### config.mk
export PLATFORM = sky130hd
export DESIGN_NAME = crossing_sequencer
export DESIGN_NICKNAME = d
export VERILOG_FILES = /design/src/rtl/crossing_sequencer.sv
export SDC_FILE = /design/constraint.sdc
export NUM_CORES = 1
export LEC_CHECK = 0
export CAP_MARGIN = 20
export CELL_PAD_IN_SITES_DETAIL_PLACEMENT = 1
export CELL_PAD_IN_SITES_GLOBAL_PLACEMENT = 2
export CORE_MARGIN = 2
export CORE_UTILIZATION = 25
export DETAILED_ROUTE_END_ITERATION = 6
export PLACE_DENSITY = 0.8
export SLEW_MARGIN = 20
export SYNTH_ARGS = -nofsm -noshare
export SYNTH_HDL_FRONTEND = slang
export SYNTH_SLANG_ARGS = --single-unit
### constraint.sdc
create_clock -name clk_1kHz -period 1.7 [get_ports clk_1kHz]
set_clock_uncertainty 0.1 [all_clocks]
set_input_delay 0.255 -clock clk_1kHz [delete_from_list [all_inputs] [get_ports clk_1kHz]]
set_output_delay 0.255 -clock clk_1kHz [all_outputs]
set_load 0.1 [all_outputs]
### src/rtl/crossing_sequencer.sv
`default_nettype none
// ============================================================================
//  Module      : crossing_sequencer
//  Description : Game controller for the cat/dog/mouse river-crossing puzzle.
//                Boards at most one animal into the canoe, animates each
//                crossing on 4 Hz ticks, moves banks, counts trips, and
//                resolves eat/fight conflicts, the win condition and the
//                trip limit into gameState.
//  Ports       : clk_1kHz        system clock
//                btn_0_out       synchronous active-high reset
//                tick_4Hz        one-cycle animation enable
//                btn_7/6/5_out   cat / dog / mouse buttons (debounced level)
//                btn_4_out       canoe "go" button (debounced level)
//                sw5             difficulty select (1 = hard)
//                *_position      0 = left bank, 1 = right bank
//                passenger       one-hot {mouse,dog,cat}, 000 = empty
//                *_crossing      crossing animation flags
//                anim_step       crossing progress, 0 outside a crossing
//                cnt_canoe       completed trips (saturating)
//                gameDifficulty  0 = easy, 1 = hard
//                gameState       0 = fail, 1 = success, 2 = continue
//  Revision    : 1.0  initial release
// ============================================================================
module crossing_sequencer #(
  parameter int CROSS_TICKS = 4,
  parameter int LIMIT_EASY  = 15,
  parameter int LIMIT_HARD  = 7
) (
  input  logic       clk_1kHz,
  input  logic       btn_0_out,
  input  logic       tick_4Hz,
  input  logic       btn_7_out,
  input  logic       btn_6_out,
  input  logic       btn_5_out,
  input  logic       btn_4_out,
  input  logic       sw5,
  output logic       cat_position,
  output logic       dog_position,
  output logic       mouse_position,
  output logic       canoe_position,
  output logic [2:0] passenger,
  output logic       cat_crossing,
  output logic       dog_crossing,
  output logic       mouse_crossing,
  output logic       canoe_crossing,
  output logic [2:0] anim_step,
  output logic [3:0] cnt_canoe,
  output logic [1:0] gameDifficulty,
  output logic [1:0] gameState
);

  typedef enum logic [2:0] {
    S_BOARD = 3'd0,
    S_CROSS = 3'd1,
    S_CHECK = 3'd2,
    S_WIN   = 3'd3,
    S_LOSE  = 3'd4
  } state_t;

  localparam logic [2:0] c_LAST_STEP  = 3'(CROSS_TICKS - 1);
  localparam logic [3:0] c_LIMIT_EASY = 4'(LIMIT_EASY);
  localparam logic [3:0] c_LIMIT_HARD = 4'(LIMIT_HARD);
  localparam logic [1:0] c_GS_FAIL    = 2'd0;
  localparam logic [1:0] c_GS_WIN     = 2'd1;
  localparam logic [1:0] c_GS_CONT    = 2'd2;

  state_t     r_state;
  state_t     w_state_next;

  // Button vector bit order: {go, mouse, dog, cat}
  logic [3:0] w_btn;
  logic [3:0] r_prev;
  logic [3:0] w_rise;

  // Animal vectors bit order: {mouse, dog, cat}
  logic [2:0] r_pos;
  logic       r_canoe;
  logic [2:0] r_passenger;
  logic [2:0] r_anim;
  logic [3:0] r_cnt;
  logic [1:0] r_diff;
  logic [1:0] r_gs;

  logic [2:0] w_sel;
  logic       w_sel_pos;
  logic       w_tick_last;
  logic [3:0] w_limit;
  logic       w_conflict;
  logic       w_all_right;
  logic       w_over_limit;

  assign w_btn  = {btn_4_out, btn_5_out, btn_6_out, btn_7_out};
  assign w_rise = w_btn & ~r_prev;

  // Only the highest-priority rising animal acts, even if its own request
  // turns out to be illegal; lower-priority rises that cycle are dropped.
  always_comb begin
    w_sel = 3'b000;
    if (w_rise[0])      w_sel = 3'b001;
    else if (w_rise[1]) w_sel = 3'b010;
    else if (w_rise[2]) w_sel = 3'b100;
  end

  assign w_sel_pos   = |(w_sel & r_pos);
  assign w_tick_last = tick_4Hz && (r_anim == c_LAST_STEP);
  assign w_limit     = r_diff[0] ? c_LIMIT_HARD : c_LIMIT_EASY;

  // The canoe's bank is the attended one; cat left with dog or mouse on the
  // other bank is the losing situation.
  assign w_conflict   = ((r_pos[0] == r_pos[1]) || (r_pos[0] == r_pos[2])) &&
                        (r_canoe != r_pos[0]);
  assign w_all_right  = (&r_pos) && r_canoe;
  assign w_over_limit = (r_cnt >= w_limit);

  always_ff @(posedge clk_1kHz) begin
    if (btn_0_out) r_state <= S_BOARD;
    else           r_state <= w_state_next;
  end

  always_comb begin
    w_state_next = r_state;
    case (r_state)
      S_BOARD: if (w_rise[3])   w_state_next = S_CROSS;
      S_CROSS: if (w_tick_last) w_state_next = S_CHECK;
      S_CHECK: begin
        if (w_conflict)        w_state_next = S_LOSE;
        else if (w_all_right)  w_state_next = S_WIN;
        else if (w_over_limit) w_state_next = S_LOSE;
        else                   w_state_next = S_BOARD;
      end
      S_WIN:   w_state_next = S_WIN;
      S_LOSE:  w_state_next = S_LOSE;
      default: w_state_next = S_BOARD;
    endcase
  end

  always_ff @(posedge clk_1kHz) begin
    if (btn_0_out) begin
      // History starts high so buttons held through reset do not fire.
      r_prev      <= 4'b1111;
      r_pos       <= 3'b000;
      r_canoe     <= 1'b0;
      r_passenger <= 3'b000;
      r_anim      <= 3'd0;
      r_cnt       <= 4'd0;
      r_diff      <= {1'b0, sw5};
      r_gs        <= c_GS_CONT;
    end else begin
      r_prev <= w_btn;
      case (r_state)
        S_BOARD: begin
          if (r_cnt == 4'd0) r_diff <= {1'b0, sw5};
          if (w_rise[3]) begin
            r_anim <= 3'd0;
          end else if (w_sel != 3'b000) begin
            if ((r_passenger == 3'b000) && (w_sel_pos == r_canoe))
              r_passenger <= w_sel;
            else if ((r_passenger & w_sel) != 3'b000)
              r_passenger <= 3'b000;
          end
        end
        S_CROSS: begin
          if (w_tick_last) begin
            r_canoe     <= ~r_canoe;
            r_pos       <= r_pos ^ r_passenger;
            r_passenger <= 3'b000;
            r_anim      <= 3'd0;
            if (r_cnt != 4'hF) r_cnt <= r_cnt + 4'd1;
          end else if (tick_4Hz) begin
            r_anim <= r_anim + 3'd1;
          end
        end
        S_CHECK: begin
          if (w_conflict)        r_gs <= c_GS_FAIL;
          else if (w_all_right)  r_gs <= c_GS_WIN;
          else if (w_over_limit) r_gs <= c_GS_FAIL;
        end
        default: ;
      endcase
    end
  end

  assign cat_position   = r_pos[0];
  assign dog_position   = r_pos[1];
  assign mouse_position = r_pos[2];
  assign canoe_position = r_canoe;
  assign passenger      = r_passenger;
  assign canoe_crossing = (r_state == S_CROSS);
  assign cat_crossing   = canoe_crossing && r_passenger[0];
  assign dog_crossing   = canoe_crossing && r_passenger[1];
  assign mouse_crossing = canoe_crossing && r_passenger[2];
  assign anim_step      = r_anim;
  assign cnt_canoe      = r_cnt;
  assign gameDifficulty = r_diff;
  assign gameState      = r_gs;

endmodule
`default_nettype wire

---- Yosys cells after proc, flatten, opt, wreduce, memory -nomap -nowiden ----
Index checks and enable logic that the tools add are counted.
operators by class
  add/subtract/negate cells ............... 2
  magnitude comparators ................... 1
  equality and inequality tests ........... 16
  multiplexer cells ....................... 26
  bitwise operators ....................... 6
  reduce and logical (&&, ||, !) cells .... 26
operator list
  cell                   number
  $mux W3                16
  $pmux W3 S5            1
  $pmux W3 S2            2
  $eq A3 B2 Y1 const B   3
  $reduce_and A3 Y1      3
  $reduce_bool A3 Y1     3
  $reduce_and A2 Y1      4
  $logic_and A1 B1 Y1    7
  $and A3 B3 Y3          2
  $logic_not A3 Y1       2
  $mux W2                3
  $ne A2 B2 Y1 const B   3
  $reduce_bool A2 Y1     3
  $reduce_and A5 Y1      1
  $add A4 B1 Y4 const B  1
  $and A4 B4 Y4          1
  $ge A4 B4 Y1           1
  $logic_not A4 Y1       1
  $mux W4                1
  $ne A4 B4 Y1 const B   1
  $not A4 Y4             1
  $add A3 B1 Y3 const B  1
  $eq A1 B1 Y1           3
  $eq A3 B1 Y1 const B   1
  other kinds (10)       12
storage, ports and cells
  flip-flop bits (word level) ............. 24
  output and inout port bits .............. 22
  logic and storage cells ................. 86

---- Depth between registers and ports, before layout ----
  depth in word-level cells ............... 13
  depth in mapped cells ................... 6
  gate-level depth less buffers ........... 6

---- Worst setup path before layout ----
Ideal clock, no wire load.
  path type ............................... reg-to-reg
  start ................................... register r_pos[1]
  end ..................................... register r_state[2]
  library setup time ...................... 86 ps
  data arrival time ....................... 2096 ps
  data required time ...................... 1514 ps
  path slack .............................. -582 ps
  stages on the path, launching flop included .. 6
  buffers on the path ..................... 0
  clock period less this slack ............ 2282 ps
  cells stage by stage .................... dfxtp_1 -> ha_1 -> a211o_1 -> a31oi_1 -> nand3b_1 -> a211oi_1
between the ends
  word-level cells in the longest chain between the ends .. 5
  elaborated cells between the ends (all ways) .. 8
ends and longest elaborated chain
  item                                                       RTL line  source
  from (decl)                                                76        logic [2:0] r_pos;
  from (signal assigned)                                     165       r_pos <= r_pos ^ r_passenger;
  $reduce_and A3 Y1 or $eq A1 B1 Y1 (tied branches)          112, 110
  $logic_and A1 B1 Y1 or $logic_or A1 B1 Y1 (tied branches)  112, 110
  $mux W3 or $logic_and A1 B1 Y1 (tied branches)             127, 110
  $mux W3 *                                                  126       if (w_conflict) w_state_next = S_LOSE;
  $pmux W3 S5 *                                              122       case (r_state)
  to (signal assigned)                                       117       else r_state <= w_state_next;
  to (decl)                                                  67        state_t r_state;
Every way passes the cells marked *; elsewhere a longest branch is shown, timed or not.
A chain may end at the register's enable or synchronous reset.

---- Final worst setup path ----
  start ................................... register r_state[0]
  end ..................................... output mouse_crossing
between the ends
  word-level cells in the longest chain between the ends .. 2
ends and longest elaborated chain
  item                 RTL line  source
  $eq A3 B1 Y1         188       assign canoe_crossing = (r_state == S_CROSS);
  $logic_and A1 B1 Y1  191       assign mouse_crossing = canoe_crossing && r_passenger[2];
  to (decl)            44        output logic mouse_crossing,
Every way passes these cells.

==> out/metrics.csv <==
stage,metric,value,unit
logic_synthesis,synth_top_area_share,36.65,%
timing,fin_hold_ws,0.4127,ns
final_layout,area_delta_synth_final,77.49,%
clock_network,ctsHtreeMaxLevel,1,
critical_path,rr_startpoint,anim_step[1],
routing,ant_nets,0,
logic_synthesis,synth_area_leader_cell,dfxtp_1,
clock_network,insertion_delay,0.27,ns
power,leakagePower,0.8623,nW
clock_network,clkTransAtPathRegs,0.10,ns
floorplanning,die_h,74.89,µm
timing,rsz0062_at_grt,yes,
floorplanning,die_x,74.89,µm
routing,vias,1289,
floorplanning,placementRows,25,
floorplanning,dieArea,5608,µm²
timing,hold_violations,0,
floorplanning,core_area,4786,µm²
power,power_density,692.7,nW/µm²
floorplanning,initial_core_util,26.25,%
timing,finalSetupTns,-0.5635,ns
timing,fin_crit_sh,106.4,%
critical_path,reg2regPathDepth,6,
routing,wl_per_cell,14.89,µm
routing,drtIter0Drc,55,
timing,tightest_slew,0.5135,ns
power,p_seq_share,39.2,%
run,max_cap_viol_count,0,
logic_synthesis,synth_cells,147,
global_routing,grt_pass1_wl,6354,µm
run_status,violations,setup timing,
global_routing,grt_overflow,0,
hold_path,hold_path_end,cnt_canoe[1],
logic_synthesis,ys_seq_area_share,39.04,%
final_layout,diodes,0,
final_layout,regArea,521.8,µm²
power,power.switching,0.5225,mW
power,power,1.545,mW
global_routing,grt_max_degree,14,
timing,relSlewSlack,65.45,%
routing,drc,0,
global_routing,grt_pass1_vias,1351,
run_status,status,"finished, violations left",
critical_path,critPathMaxFanout,5,
logic_synthesis,synth_common_cells,"dfxtp_1 (23), nor2_1 (16), nand3_1 (10), o21ai_0 (9)",
power,clkPwrFrac,26.6,%
timing,setup_viol,7,
place,dp_slack,-0.2809,ns
routing,finalWirelength,4021,µm
clock_network,cts_root_buffer,clkbuf_8,
logic_synthesis,synth_nets,160,
critical_path,critPathKind,reg -> out,
power,pwr-share-comb,34.2,%
global_routing,grt_usage,14.79,%
logic_synthesis,synth_edf_count,1,
logic_synthesis,synthTopCellsByArea,"dfxtp_1 (37%), ha_1 (5.0%), nor2_1 (4.8%)",
final_layout,nets,217,
power,sw_frac_of_total,33.83,%
logic_synthesis,syn_area,1256,µm²
logic_synthesis,synth_flop_cell,dfxtp_1,
clock_network,cts_sinks,24,
critical_path,crit_path_end_kind,output pin,
place,port_buffers,28,
critical_path,arrival,1.45,ns
critical_path,r2r_setup_slack,-0.08,ns
power,ir_worst_vdd,0.4861,mV
timing,fmax,0.5529,GHz
final_layout,multi_input_area,810.8,µm²
logic_synthesis,synth_seq_cells,24,
logic_synthesis,ys_types,45,
hold_path,worst_hold_path_type,reg -> reg,
logic_synthesis,ys_warn_count,0,
final_layout,n_fill_cell,537,
routing,viasPerCell,4.774,
logic_synthesis,async_reset_ff_share,0,%
place,gp_congestion,0.7466,
routing,drt-pass1-iter-count,4,
critical_path,cp-start-kind,flop,
timing,maxSlewViolCount,0,
hold_path,min-delay-start,cnt_canoe[1],
global_routing,antenna_found_initial,0,
timing,period_minus_slack,1.809,ns
clock_network,cts.path.max_buffers,2,
logic_synthesis,yosysMostFrequentCell,dfxtp_1,
critical_path,reg2reg_to,passenger[2],
floorplanning,pin_count,30,
timing,fin_ws,-0.1087,ns
clock_network,cts_buffers,3,
place,place_hpwl,2953,µm
final_layout,drive_above_1_share,47.78,%
power,intPower,1.022,mW
critical_path,crit_required,1.34,ns
logic_synthesis,avgSynthCellArea,8.546,µm²
clock_network,cts_tree,yes,
hold_path,holdPathStages,2,
cells in the final DEF (no fill, tap or decap), types with 2 or more instances in the layout:
cell             netlist  final
and2_4                 0      3
nor4_1                 2      2
nor2_1                16     15
clkbuf_8               0      4
dfxtp_1               23      6
nand2b_1               5      5
xnor2_1                6      6
buf_6                  0      3
nor3_1                 4      4
dfxtp_4                0      4
ha_4                   0      3
clkdlybuf4s50_1        0      7
nand3_1               10      9
ha_1                   5      2
nor2b_1                2      2
nor2_4                 1      2
or2_2                  4      4
buf_12                 0     21
nand3b_1               2      2
buf_4                  1     25
dfxtp_2                0     13
a21oi_1                5      4
inv_1                  8      8
o21ai_0                9      3
and3_1                 2      2
nand2_1                8      7
o21ai_1                1      7
power by group through the flow:
stage | Sequential, mW | Clock, mW | Combinational [mW]
after floorplan | 0.685 | 0 | 0.213
final | 0.605 | 0.411 | 0.528
after detailed placement | 0.624 | 0 | 0.451
after CTS | 0.605 | 0.412 | 0.505
after global routing | 0.608 | 0.434 | 0.562
after global placement | 0.622 | 0 | 0.438
stage by stage:
step / std cells / area, µm² / util, %
2_1_floorplan: 147 / 1315 / -
3_3_place_gp: 254 / 1991 / 41.59
3_5_place_dp: 254 / 1991 / 41.59
4_1_cts: 266 / 2140 / 44.71
5_1_grt: 270 / 2230 / 46.59
6_report: 270 / 2230 / 46.59
cell families (layout without fill, tap and decap cells):
logic type	count (synthesis)	in the layout	share of synthesized area, %
and+or+nand+nor	68	68	29.78
DFF	24	24	39.04
adders and majority gates	5	5	4.980
other	1	1	0.2985
buffers and inverters	13	69	4.383
xor gates and xnor gates	7	7	4.881
AOI/OAI and AO/OA	28	28	15.84
muxes	1	1	0.7968
how the worst max path moves through the flow:
stage                      startpoint        endpoint  slack [ns]  depth (start not counted)
floorplan           gameDifficulty[0]    gameState[0]       -0.37                          5
global placement            btn_7_out    passenger[0]       -0.20                          6
detailed placement          btn_7_out    passenger[2]       -0.28                          6
CTS                        r_state[0]    dog_crossing        -0.1                          4
global route             anim_step[1]    passenger[0]       -0.16                          6
finish                     r_state[0]  mouse_crossing       -0.11                          4
critical path, stage by stage, from the launching register on:
cell and delay [ns]:
dfxtp_2 0.34, or3b_4 0.44, inv_12 0.09, and2_4 0.15, buf_12 0.17
per-layer routing:
layer / global-route usage (%) / up-vias / routed length [µm]
met1: 18.29 / 625 / 1735
li1: - / 624 / -
met4: 5.159 / 0 / 70
met2: 25.54 / 32 / 2076
met5: 0 / - / 0
met3: 2.945 / 8 / 139
flip-flops by register name (all words and copies together), names as in the netlist:
name	flops
gameState	2
anim_step	3
passenger	3
cnt_canoe	4
canoe_position	1
r_state	3
r_pos	3
gameDifficulty	1
r_prev	4
repair_timing:
action                     4_1_cts  5_1_grt
setup endpoints to repair       10       17
buffers inserted                 8        5
resized for setup               11       13
pin swaps                        6       13
hold buffers                     0        0
area by class of cell:
type                    instances  area share [%]
well taps                      67           3.760
clock buffers                   4           2.469
repair buffers                 56           31.93
multi-input cells             110           36.36
inverters                       9           2.076
flip-flops and latches         24           23.40
No activity file was read; power rests on OpenSTA's default activity.
